`src/rtl/apb_master_bridge.sv`:
```
`default_nettype none
// ============================================================================
// Module   : apb_master_bridge
// Purpose  : APB4 initiator turning a valid/ready command stream into single
//            APB transfers, with results returned on a valid/ready response
//            stream. Define APB_MASTER_TIMEOUT_EN to add the access timeout.
// Revision : 1.0 - initial release
// ============================================================================
module apb_master_bridge #(
    parameter int unsigned TIMEOUT_CYCLES = 255
) (
    input  logic        pclk_i,
    input  logic        preset_i,
    // command stream
    input  logic        cmd_valid_i,
    output logic        cmd_ready_o,
    input  logic        cmd_write_i,
    input  logic [31:0] cmd_addr_i,
    input  logic [31:0] cmd_wdata_i,
    input  logic [3:0]  cmd_strb_i,
    // response stream
    output logic        rsp_valid_o,
    input  logic        rsp_ready_i,
    output logic [31:0] rsp_rdata_o,
    output logic        rsp_err_o,
    output logic        rsp_timeout_o,
    // APB4 requester
    output logic [31:0] paddr_o,
    output logic        psel_o,
    output logic        penable_o,
    output logic        pwrite_o,
    output logic [31:0] pwdata_o,
    output logic [3:0]  pstrb_o,
    input  logic        pready_i,
    input  logic [31:0] prdata_i,
    input  logic        pslverr_i
);

    typedef enum logic [1:0] {
        ST_IDLE   = 2'd0,
        ST_SETUP  = 2'd1,
        ST_ACCESS = 2'd2,
        ST_RESP   = 2'd3
    } state_t;

    state_t r_state;
    logic   w_timeout_hit;
    logic   w_access_done;
    logic   w_timeout_abort;

`ifdef APB_MASTER_TIMEOUT_EN
    localparam int unsigned          c_CNT_W     = $clog2(TIMEOUT_CYCLES + 1);
    localparam logic [c_CNT_W-1:0]   c_CNT_LIMIT = c_CNT_W'(TIMEOUT_CYCLES);

    logic [c_CNT_W-1:0] r_wait_cnt;

    // Held at zero outside ACCESS so it always starts from 0 on entry.
    always_ff @(posedge pclk_i) begin
        if (preset_i || (r_state != ST_ACCESS)) begin
            r_wait_cnt <= '0;
        end else if (!pready_i && !w_timeout_hit) begin
            r_wait_cnt <= r_wait_cnt + 1'b1;
        end
    end

    assign w_timeout_hit = (r_wait_cnt == c_CNT_LIMIT);
`else
    // TIMEOUT_CYCLES selects no logic in this build.
    if (TIMEOUT_CYCLES == 0) begin : g_timeout_param_unused
    end

    assign w_timeout_hit = 1'b0;
`endif

    // A ready responder always wins over a timeout reached in the same cycle.
    assign w_timeout_abort = w_timeout_hit && !pready_i;
    assign w_access_done   = pready_i || w_timeout_hit;

    always_ff @(posedge pclk_i) begin
        if (preset_i) begin
            r_state       <= ST_IDLE;
            cmd_ready_o   <= 1'b1;
            rsp_valid_o   <= 1'b0;
            rsp_rdata_o   <= '0;
            rsp_err_o     <= 1'b0;
            rsp_timeout_o <= 1'b0;
            paddr_o       <= '0;
            psel_o        <= 1'b0;
            penable_o     <= 1'b0;
            pwrite_o      <= 1'b0;
            pwdata_o      <= '0;
            pstrb_o       <= '0;
        end else begin
            case (r_state)
                ST_IDLE: begin
                    if (cmd_valid_i && cmd_ready_o) begin
                        cmd_ready_o <= 1'b0;
                        if (cmd_addr_i[1:0] == 2'b00) begin
                            r_state  <= ST_SETUP;
                            psel_o   <= 1'b1;
                            paddr_o  <= cmd_addr_i;
                            pwrite_o <= cmd_write_i;
                            pwdata_o <= cmd_write_i ? cmd_wdata_i : 32'h0;
                            pstrb_o  <= cmd_write_i ? cmd_strb_i  : 4'h0;
                        end else begin
                            // Misaligned: answer at once without touching the bus.
                            r_state       <= ST_RESP;
                            rsp_valid_o   <= 1'b1;
                            rsp_err_o     <= 1'b1;
                            rsp_timeout_o <= 1'b0;
                            rsp_rdata_o   <= '0;
                        end
                    end
                end

                ST_SETUP: begin
                    r_state   <= ST_ACCESS;
                    penable_o <= 1'b1;
                end

                ST_ACCESS: begin
                    if (w_access_done) begin
                        r_state       <= ST_RESP;
                        rsp_valid_o   <= 1'b1;
                        rsp_err_o     <= w_timeout_abort ? 1'b1 : pslverr_i;
                        rsp_timeout_o <= w_timeout_abort;
                        rsp_rdata_o   <= (pready_i && !pwrite_o && !pslverr_i) ? prdata_i : 32'h0;
                        psel_o        <= 1'b0;
                        penable_o     <= 1'b0;
                        paddr_o       <= '0;
                        pwrite_o      <= 1'b0;
                        pwdata_o      <= '0;
                        pstrb_o       <= '0;
                    end
                end

                ST_RESP: begin
                    if (rsp_ready_i) begin
                        r_state       <= ST_IDLE;
                        cmd_ready_o   <= 1'b1;
                        rsp_valid_o   <= 1'b0;
                        rsp_err_o     <= 1'b0;
                        rsp_timeout_o <= 1'b0;
                        rsp_rdata_o   <= '0;
                    end
                end

                default: begin
                    r_state <= ST_IDLE;
                end
            endcase
        end
    end

endmodule
`default_nettype wire

```
`config.mk`:
```
export PLATFORM = sky130hd
export DESIGN_NAME = apb_master_bridge
export DESIGN_NICKNAME = d
export VERILOG_FILES = /design/src/rtl/apb_master_bridge.sv
export SDC_FILE = /design/constraint.sdc
export NUM_CORES = 1
export LEC_CHECK = 0
export ABC_AREA = 1
export BUFFER_PORTS_ARGS = -buffer_cell sky130_fd_sc_hd__buf_4
export CORE_MARGIN = 4
export CORE_UTILIZATION = 47
export DETAILED_ROUTE_END_ITERATION = 16
export PLACE_DENSITY = 0.82
export REMOVE_ABC_BUFFERS = 1
export SYNTH_ARGS = -nofsm -noshare
export SYNTH_HDL_FRONTEND = slang
export SYNTH_SLANG_ARGS = --single-unit
```
`constraint.sdc`:
```
create_clock -name pclk_i -period 1.8 [get_ports pclk_i]
set_input_delay 0.18 -clock pclk_i [delete_from_list [all_inputs] [get_ports pclk_i]]
set_output_delay 0.18 -clock pclk_i [all_outputs]
set_load 0.01 [all_outputs]
```
==> results of run 1 <==
==> placed cells by master, fill, tap and decap left out <==
master,instances
sky130_fd_sc_hd__a21oi_1,41
sky130_fd_sc_hd__and2_1,1
sky130_fd_sc_hd__buf_12,6
sky130_fd_sc_hd__buf_4,219
sky130_fd_sc_hd__clkbuf_8,11
sky130_fd_sc_hd__clkinv_4,1
sky130_fd_sc_hd__clkinvlp_4,2
sky130_fd_sc_hd__conb_1,1
sky130_fd_sc_hd__dfxtp_1,106
sky130_fd_sc_hd__dfxtp_2,2
sky130_fd_sc_hd__ha_1,6
sky130_fd_sc_hd__inv_1,38
sky130_fd_sc_hd__inv_2,4
sky130_fd_sc_hd__inv_4,1
sky130_fd_sc_hd__nand2_1,192
sky130_fd_sc_hd__nand2_2,1
sky130_fd_sc_hd__nand3_1,40
sky130_fd_sc_hd__nand3b_1,1
sky130_fd_sc_hd__nor2_1,199
sky130_fd_sc_hd__nor2_4,1
sky130_fd_sc_hd__nor3_1,1
sky130_fd_sc_hd__nor3_4,1
sky130_fd_sc_hd__o21ai_0,27
sky130_fd_sc_hd__o21ai_1,8
==> area by class of cell <==
cell class	instances	area [µm²]	share of cell area
clock buffers	11	151	0.0229
clock inverters	3	23.8	0.00359
inverters	43	164	0.0248
multi-input cells	520	2180	0.330
flip-flops and latches	108	2160	0.327
well taps	133	166	0.0252
repair buffers	225	1760	0.267
==> per-stage QoR <==
stage	total power, mW	cells	cell area (µm²)
finish	8.76	1043	6610
global route	9.45	1043	6610
floorplan	5.59	671	4500
global placement	7.41	1029	6430
detailed placement	7.46	1029	6430
CTS	8.81	1043	6610
==> per-layer routing <==
| metal | up-vias | GRT usage |
|---|---|---|
| met3 | 16 | 0.0722 |
| met2 | 181 | 0.323 |
| li1 | 2571 | - |
| met1 | 2099 | 0.293 |
| met5 | - | 0 |
| met4 | 0 | 0.0712 |
==> logic make-up (layout without fill, tap and decap cells) <==
| family | Yosys count | count (layout) |
|---|---|---|
| compound gates | 76 | 76 |
| other cells | 1 | 1 |
| flops | 108 | 108 |
| fa+ha+maj | 6 | 6 |
| simple gates | 437 | 437 |
| buf+inv | 96 | 282 |
==> worst reg2reg max path, cell delays in order (launching register included) <==
cell,delay (ns)
sky130_fd_sc_hd__dfxtp_2,0.36
sky130_fd_sc_hd__inv_1,0.09
sky130_fd_sc_hd__ha_1,0.25
sky130_fd_sc_hd__nand2_1,0.12
sky130_fd_sc_hd__nand3_1,0.13
sky130_fd_sc_hd__nor2_4,0.17
sky130_fd_sc_hd__buf_12,0.22
sky130_fd_sc_hd__and2_1,0.15
sky130_fd_sc_hd__nor2_1,0.04
==> flip-flops by register name (all words and copies together) (netlist names) <==
signal and flops:
rsp_rdata_o 32, paddr_o 32, rsp_err_o 1, pstrb_o 4, psel_o 1, r_state 2
rsp_valid_o 1, penable_o 1, cmd_ready_o 1, pwdata_o 32, pwrite_o 1
==> how the worst max path moves through the flow <==
stage | startpoint | end | slack [ns] | cells after the start
floorplan | r_state[0] | paddr_o[10] | -1.54 | 8
global placement | r_state[1] | pwrite_o | 0.1 | 9
detailed placement | r_state[0] | paddr_o[14] | 0.04 | 9
CTS | r_state[1] | paddr_o[14] | 0.01 | 9
global route | r_state[0] | rsp_rdata_o[6] | 0.007 | 10
finish | r_state[0] | rsp_rdata_o[5] | 0.16 | 8
==> power by group <==
group,switching [mW],total (mW),leakage (nW),internal [mW]
logic,2.34,4.10,2.29,1.76
registers,0.317,3.29,0.883,2.98
clock network,0.794,1.36,0.0835,0.568
==> run_results.csv, run 1 <==
group,metric,value,unit
worst_hold_path,whs_path_depth,3,
layout,finish.net_count,1020,
timing,max_freq,610,MHz
grt,largest_net_degree_at_the_start_of_global_routing,61,
timing,finalHoldViolCount,0,
timing,final-setup-viol-count,0,
setup_path,cp_data_required_time,2.05,ns
synth,netlist.top_cell.by_area,"sky130_fd_sc_hd__dfxtp_1",
flow_run,number_of_max_cap_violations,0,
detailed_routing,remaining_antenna_violation_count,0,
die,initial_core_util,0.486,
synth,synthesized_area_fraction_occupied_by_xor_and_xnor_cells,0,
setup_path,setup.worst_path.class,"register to register",
die,chipHeight,109,µm
synth,synth_area_leaders,"sky130_fd_sc_hd__dfxtp_1 (45%), sky130_fd_sc_hd__nor2_1 (16%), sky130_fd_sc_hd__nand2_1 (15%), sky130_fd_sc_hd__a21oi_1 (4.3%), sky130_fd_sc_hd__nand3_1 (4.2%)",
setup_path,critical_path.reg2reg.startpoint,"r_state[0]",
clock_tree,clockRootBuffer,"sky130_fd_sc_hd__clkbuf_8",
die,rows,36,
timing,timing.final.max_slew_violations,0,
setup_path,setup.worst_path.start_class,"register",
timing,totalNegativeSetupSlack,0,ns
layout,fillers,945,
setup_path,r2r_end,"rsp_rdata_o[5]",
timing,period_share,0.911,
synth,yosys.cell_count.top_type,"sky130_fd_sc_hd__nor2_1",
synth,synthTopCellsByCount,"sky130_fd_sc_hd__nor2_1 (199), sky130_fd_sc_hd__nand2_1 (192), sky130_fd_sc_hd__dfxtp_1 (108), sky130_fd_sc_hd__a21oi_1 (41), sky130_fd_sc_hd__nand3_1 (40)",
layout,antenna_cells_inserted,0,
setup_path,worst_path_max_delay_cell,"sky130_fd_sc_hd__dfxtp_2",
clock_tree,cts_setup_buffers,0,
worst_hold_path,timing.hold.worst.class,"input port to register",
placed_design,place_congestion,0.836,
detailed_routing,finalWirelength,13300,µm
clock_tree,cts_max_path_buffers,2,
clock_tree,cts_inserted_buffers,9,
setup_path,worstSetupEndpointType,"register",
timing,grt_setup_unrepaired,"false",
worst_hold_path,hold_path_startpoint,"cmd_addr_i[15]",
detailed_routing,met3_length,1360,µm
timing,period_minus_slack,1.64,ns
detailed_routing,route.detailed.wl_per_inst,12.7,µm
setup_path,regToRegSetupSlack,0.16,ns
detailed_routing,vias_per_instance,4.67,
setup_path,cp.buffers_inverters,2,
setup_path,ff2ff_path_depth,8,
synth,synth.avg_cell_area,6.59,µm²
setup_path,crit_arrival,1.89,ns
synth,share_of_synthesized_registers_carrying_an_async_set_or_reset,0,
detailed_routing,remaining_drc_errors,0,
synth,synth_compound_area_frac,0.0797,
clock_tree,clock_insertion_delay_worst_skew,0.36,ns
grt,grt_util_all_layers,0.216,
power,power_density,1320,nW/µm²
die,dieWidth,109,µm
run_status,outcome,"finished clean",
synth,synthDistinctLibCells,22,
die,pin_count,214,
setup_path,crit_chain,"inv_1 -> ha_1 -> nand2_1 -> nand3_1 -> nor2_4 -> buf_12 -> and2_1 -> nor2_1",
setup_path,critPathMaxStageDelay,0.36,ns
layout,final_core_util,0.674,
layout,area_overhead_of_the_layout_relative_to_synthesis,38.5,%
grt,grt_antenna_before_repair,0,
synth,yosysWarningCount,0,
synth,synth_seq_area_share,0.453,
placed_design,preCtsSetupSlack,0.0372,ns
clock_tree,cts_resized,0,
clock_tree,clock_tree_from_tritoncts,"yes",
synth,number_of_synthesized_flops_with_an_enable_pin,0,
detailed_routing,routed-via-count,4867,
die,die_area,11800,µm²
grt,wire_length_of_the_first_global_routing_pass,20700,µm
synth,dominant_combinational_cell_family_by_area_after_synthesis,"simple AND/OR/NAND/NOR gates",
timing,layout_setup_ws,0.160,ns
detailed_routing,drtPass1Iterations,4,
synth,netlist_instances,724,
clock_tree,number_of_buffers_inserted_for_hold_repair_after_clock_tree_synthesis,0,
clock_tree,clk_pin_slew_worst_paths,0.09,ns
setup_path,max_fo_critical_path,41,
synth,yosys.area_share.simple,0.359,
clock_tree,clock_sink_count,108,
detailed_routing,wl_met2,5840,µm
die,placeable_core_area,9820,µm²
synth,synth_top_area_share,0.453,
detailed_routing,top_layer_used,"met4",
detailed_routing,first_iter_violations,314,
synth,synthesis.area,4770,µm²
detailed_routing,detail_route.wirelength.met1,5900,µm
power,power.ir.vdd_worst,0.536,mV
layout,post_route_cells_drive_above_1_share,0.274,
timing,worst_clock_skew,0.0124,ns
synth,post_synth_mux_area_share,0,
synth,synth-seq-cells,108,
grt,grt_pass1_vias,4234,
setup_path,critical_path.top_delay_family,"simple AND/OR/NAND/NOR gates",
grt,overflow,0,
power,p_leak,3.25,nW
clock_tree,cts.htree.levels,3,
timing,finalHoldWorstSlack,0.0603,ns
placed_design,place.port_buffers,212,
synth,synth_top_flop_cell,"sky130_fd_sc_hd__dfxtp_1",
placed_design,hpwl,9280,µm
synth,synth-adder-area-share,0.0157,
worst_hold_path,worst_min_delay_path_endpoint,"paddr_o[15]",
Note: power is estimated with default switching activity, not from simulation.
==> run 2: changes to the inputs <==
CORE_ASPECT_RATIO = 0.6   (was default)
==> run_results.csv, run 2 (same netlist as run 1, synthesis figures left out) <==
group,metric,value,unit
setup_path,regToRegSetupSlack,0.15,ns
layout,area_overhead_of_the_layout_relative_to_synthesis,43.7,%
setup_path,worstSetupEndpointType,"register",
setup_path,setup.worst_path.class,"register to register",
timing,final-setup-viol-count,0,
layout,fillers,863,
grt,grt_util_all_layers,0.226,
clock_tree,number_of_buffers_inserted_for_hold_repair_after_clock_tree_synthesis,0,
detailed_routing,first_iter_violations,298,
grt,grt_pass1_vias,4472,
setup_path,setup.worst_path.start_class,"register",
layout,antenna_cells_inserted,0,
detailed_routing,route.detailed.wl_per_inst,13.7,µm
detailed_routing,remaining_drc_errors,0,
clock_tree,clock_tree_from_tritoncts,"yes",
setup_path,crit_arrival,1.90,ns
placed_design,numPlacedInstances,1035,
grt,grt_antenna_before_repair,0,
placed_design,place_congestion,0.837,
layout,most-common-layout-cells,"sky130_fd_sc_hd__buf_4 (220), sky130_fd_sc_hd__nor2_1 (199), sky130_fd_sc_hd__nand2_1 (192)",
setup_path,worst_path_max_delay_cell,"sky130_fd_sc_hd__dfxtp_2",
power,power.ir.vdd_worst,0.851,mV
setup_path,ff2ff_path_depth,10,
die,rows,28,
clock_tree,clk_pin_slew_worst_paths,0.07,ns
timing,period_minus_slack,1.65,ns
layout,final_core_util,0.695,
grt,overflow,0,
clock_tree,cts_inserted_buffers,9,
setup_path,crit_chain,"inv_1 -> ha_1 -> nand2_1 -> nand3_2 -> nor2_4 -> buf_12 -> clkbuf_16 -> nand2_1 -> nand2_1 -> nor2_1",
power,power_density,1430,nW/µm²
detailed_routing,remaining_antenna_violation_count,0,
clock_tree,clock_sink_count,108,
clock_tree,clock_insertion_delay_worst_skew,0.35,ns
grt,wire_length_of_the_first_global_routing_pass,22300,µm
layout,fin_cells,1054,
layout,post_route_cells_drive_above_1_share,0.282,
grt,largest_net_degree_at_the_start_of_global_routing,69,
layout,postLayoutCellArea,6860,µm²
die,initial_core_util,0.483,
power,p_leak,3.37,nW
placed_design,preCtsSetupSlack,-0.0173,ns
timing,timing.final.max_slew_violations,0,
clock_tree,clockRootBuffer,"sky130_fd_sc_hd__clkbuf_16",
setup_path,cp_data_required_time,2.05,ns
timing,worst_clock_skew,0.0113,ns
run_status,outcome,"finished clean",
setup_path,critPathMaxStageDelay,0.35,ns
timing,grt_setup_unrepaired,"true",
placed_design,place.port_buffers,212,
die,chipHeight,86.1,µm
layout,mostFrequentLayoutCell,"sky130_fd_sc_hd__buf_4",
setup_path,critical_path.reg2reg.startpoint,"r_state[0]",
timing,max_freq,605,MHz
clock_tree,cts_max_path_buffers,2,
detailed_routing,drtPass1Iterations,5,
die,pin_count,214,
detailed_routing,finalWirelength,14400,µm
die,dieWidth,138,µm
placed_design,hpwl,10000,µm
detailed_routing,routed-via-count,5040,
die,placeable_core_area,9880,µm²
layout,reg.largest.list,"paddr_o x32, pwdata_o x32, rsp_rdata_o x32",
die,die_area,11900,µm²
detailed_routing,vias_per_instance,4.78,
layout,finish.net_count,1028,
timing,finalHoldViolCount,0,
flow_run,number_of_max_cap_violations,0,
placed_design,postPlaceCellArea,6440,µm²
worst_hold_path,timing.hold.worst.class,"input port to register",
worst_hold_path,hold_path_startpoint,"cmd_addr_i[15]",
setup_path,max_fo_critical_path,13,
worst_hold_path,worst_min_delay_path_endpoint,"paddr_o[15]",
setup_path,cpMostUsedCell,"sky130_fd_sc_hd__nand2_1",
timing,layout_setup_ws,0.148,ns
timing,period_share,0.918,
clock_tree,cts.htree.levels,3,
setup_path,r2r_end,"rsp_rdata_o[28]",
worst_hold_path,whs_path_depth,3,
==> run 2: power breakdown <==
part	total, mW	internal [mW]	switching (mW)
Sequential	3.30	2.98	0.318
Combinational	4.54	2.01	2.54
Clock	1.99	1.11	0.880
Total	9.83	6.10	3.73
==> run 2: worst max-delay path: cells and delay by family, from the launching register on <==
kind,cells,cell delay [ns]
buf+inv,3,0.39
fa+ha+maj,1,0.26
simple gates,6,0.55
flops,1,0.35
==> run 2: per-layer routing <==
metal | up-vias | share of wire | wire length, µm | GRT usage
met2 | 193 | 0.44 | 6330 | 0.350
met5 | - | 0 | 0 | 0
met1 | 2238 | 0.44 | 6400 | 0.304
met4 | 0 | 0.0089 | 129 | 0.0475
met3 | 11 | 0.11 | 1560 | 0.0864
li1 | 2598 | - | - | -
==> run 2: area by class of cell <==
class	count	area (µm²)	area share
tap	135	169	0.0246
sequential	108	2160	0.315
inverter	43	166	0.0242
timing repair buffer	233	1870	0.272
clock inverter	5	62.6	0.00912
multi-input combinational	520	2190	0.319
clock buffer	10	239	0.0348
==> run 2: worst max path at each step <==
stage	endpoint	start	slack [ns]	cells past startpoint
final	rsp_rdata_o[28]	r_state[0]	0.15	10
after global routing	pwdata_o[18]	r_state[0]	-0.01	9
after CTS	pwdata_o[11]	r_state[0]	0.05	8
after detailed placement	paddr_o[9]	r_state[0]	-0.02	9
after global placement	pwrite_o	r_state[0]	0.09	9
after floorplan	paddr_o[10]	r_state[0]	-1.54	8
==> run 2: stage by stage <==
stage / hold WS, ns / total power, mW / TNS (ns)
4_1_cts: 0.0641 / 9.48 / 0
2_1_floorplan: 0.249 / 5.59 / -135.80
6_report: 0.0687 / 9.83 / 0
3_3_place_gp: 0.429 / 7.39 / 0
5_1_grt: 0.0711 / 10.5 / -0.0280
3_5_place_dp: 0.424 / 7.48 / -0.0640
==> run 2: repair_timing <==
action / CTS / global route
setup endpoints to repair: 16 / 100
gates cloned: 0 / 3
gates resized for setup: 1 / 14
setup buffers: 0 / 1
endpoints found under the hold margin: 0 / 0
pin swaps: 0 / 1
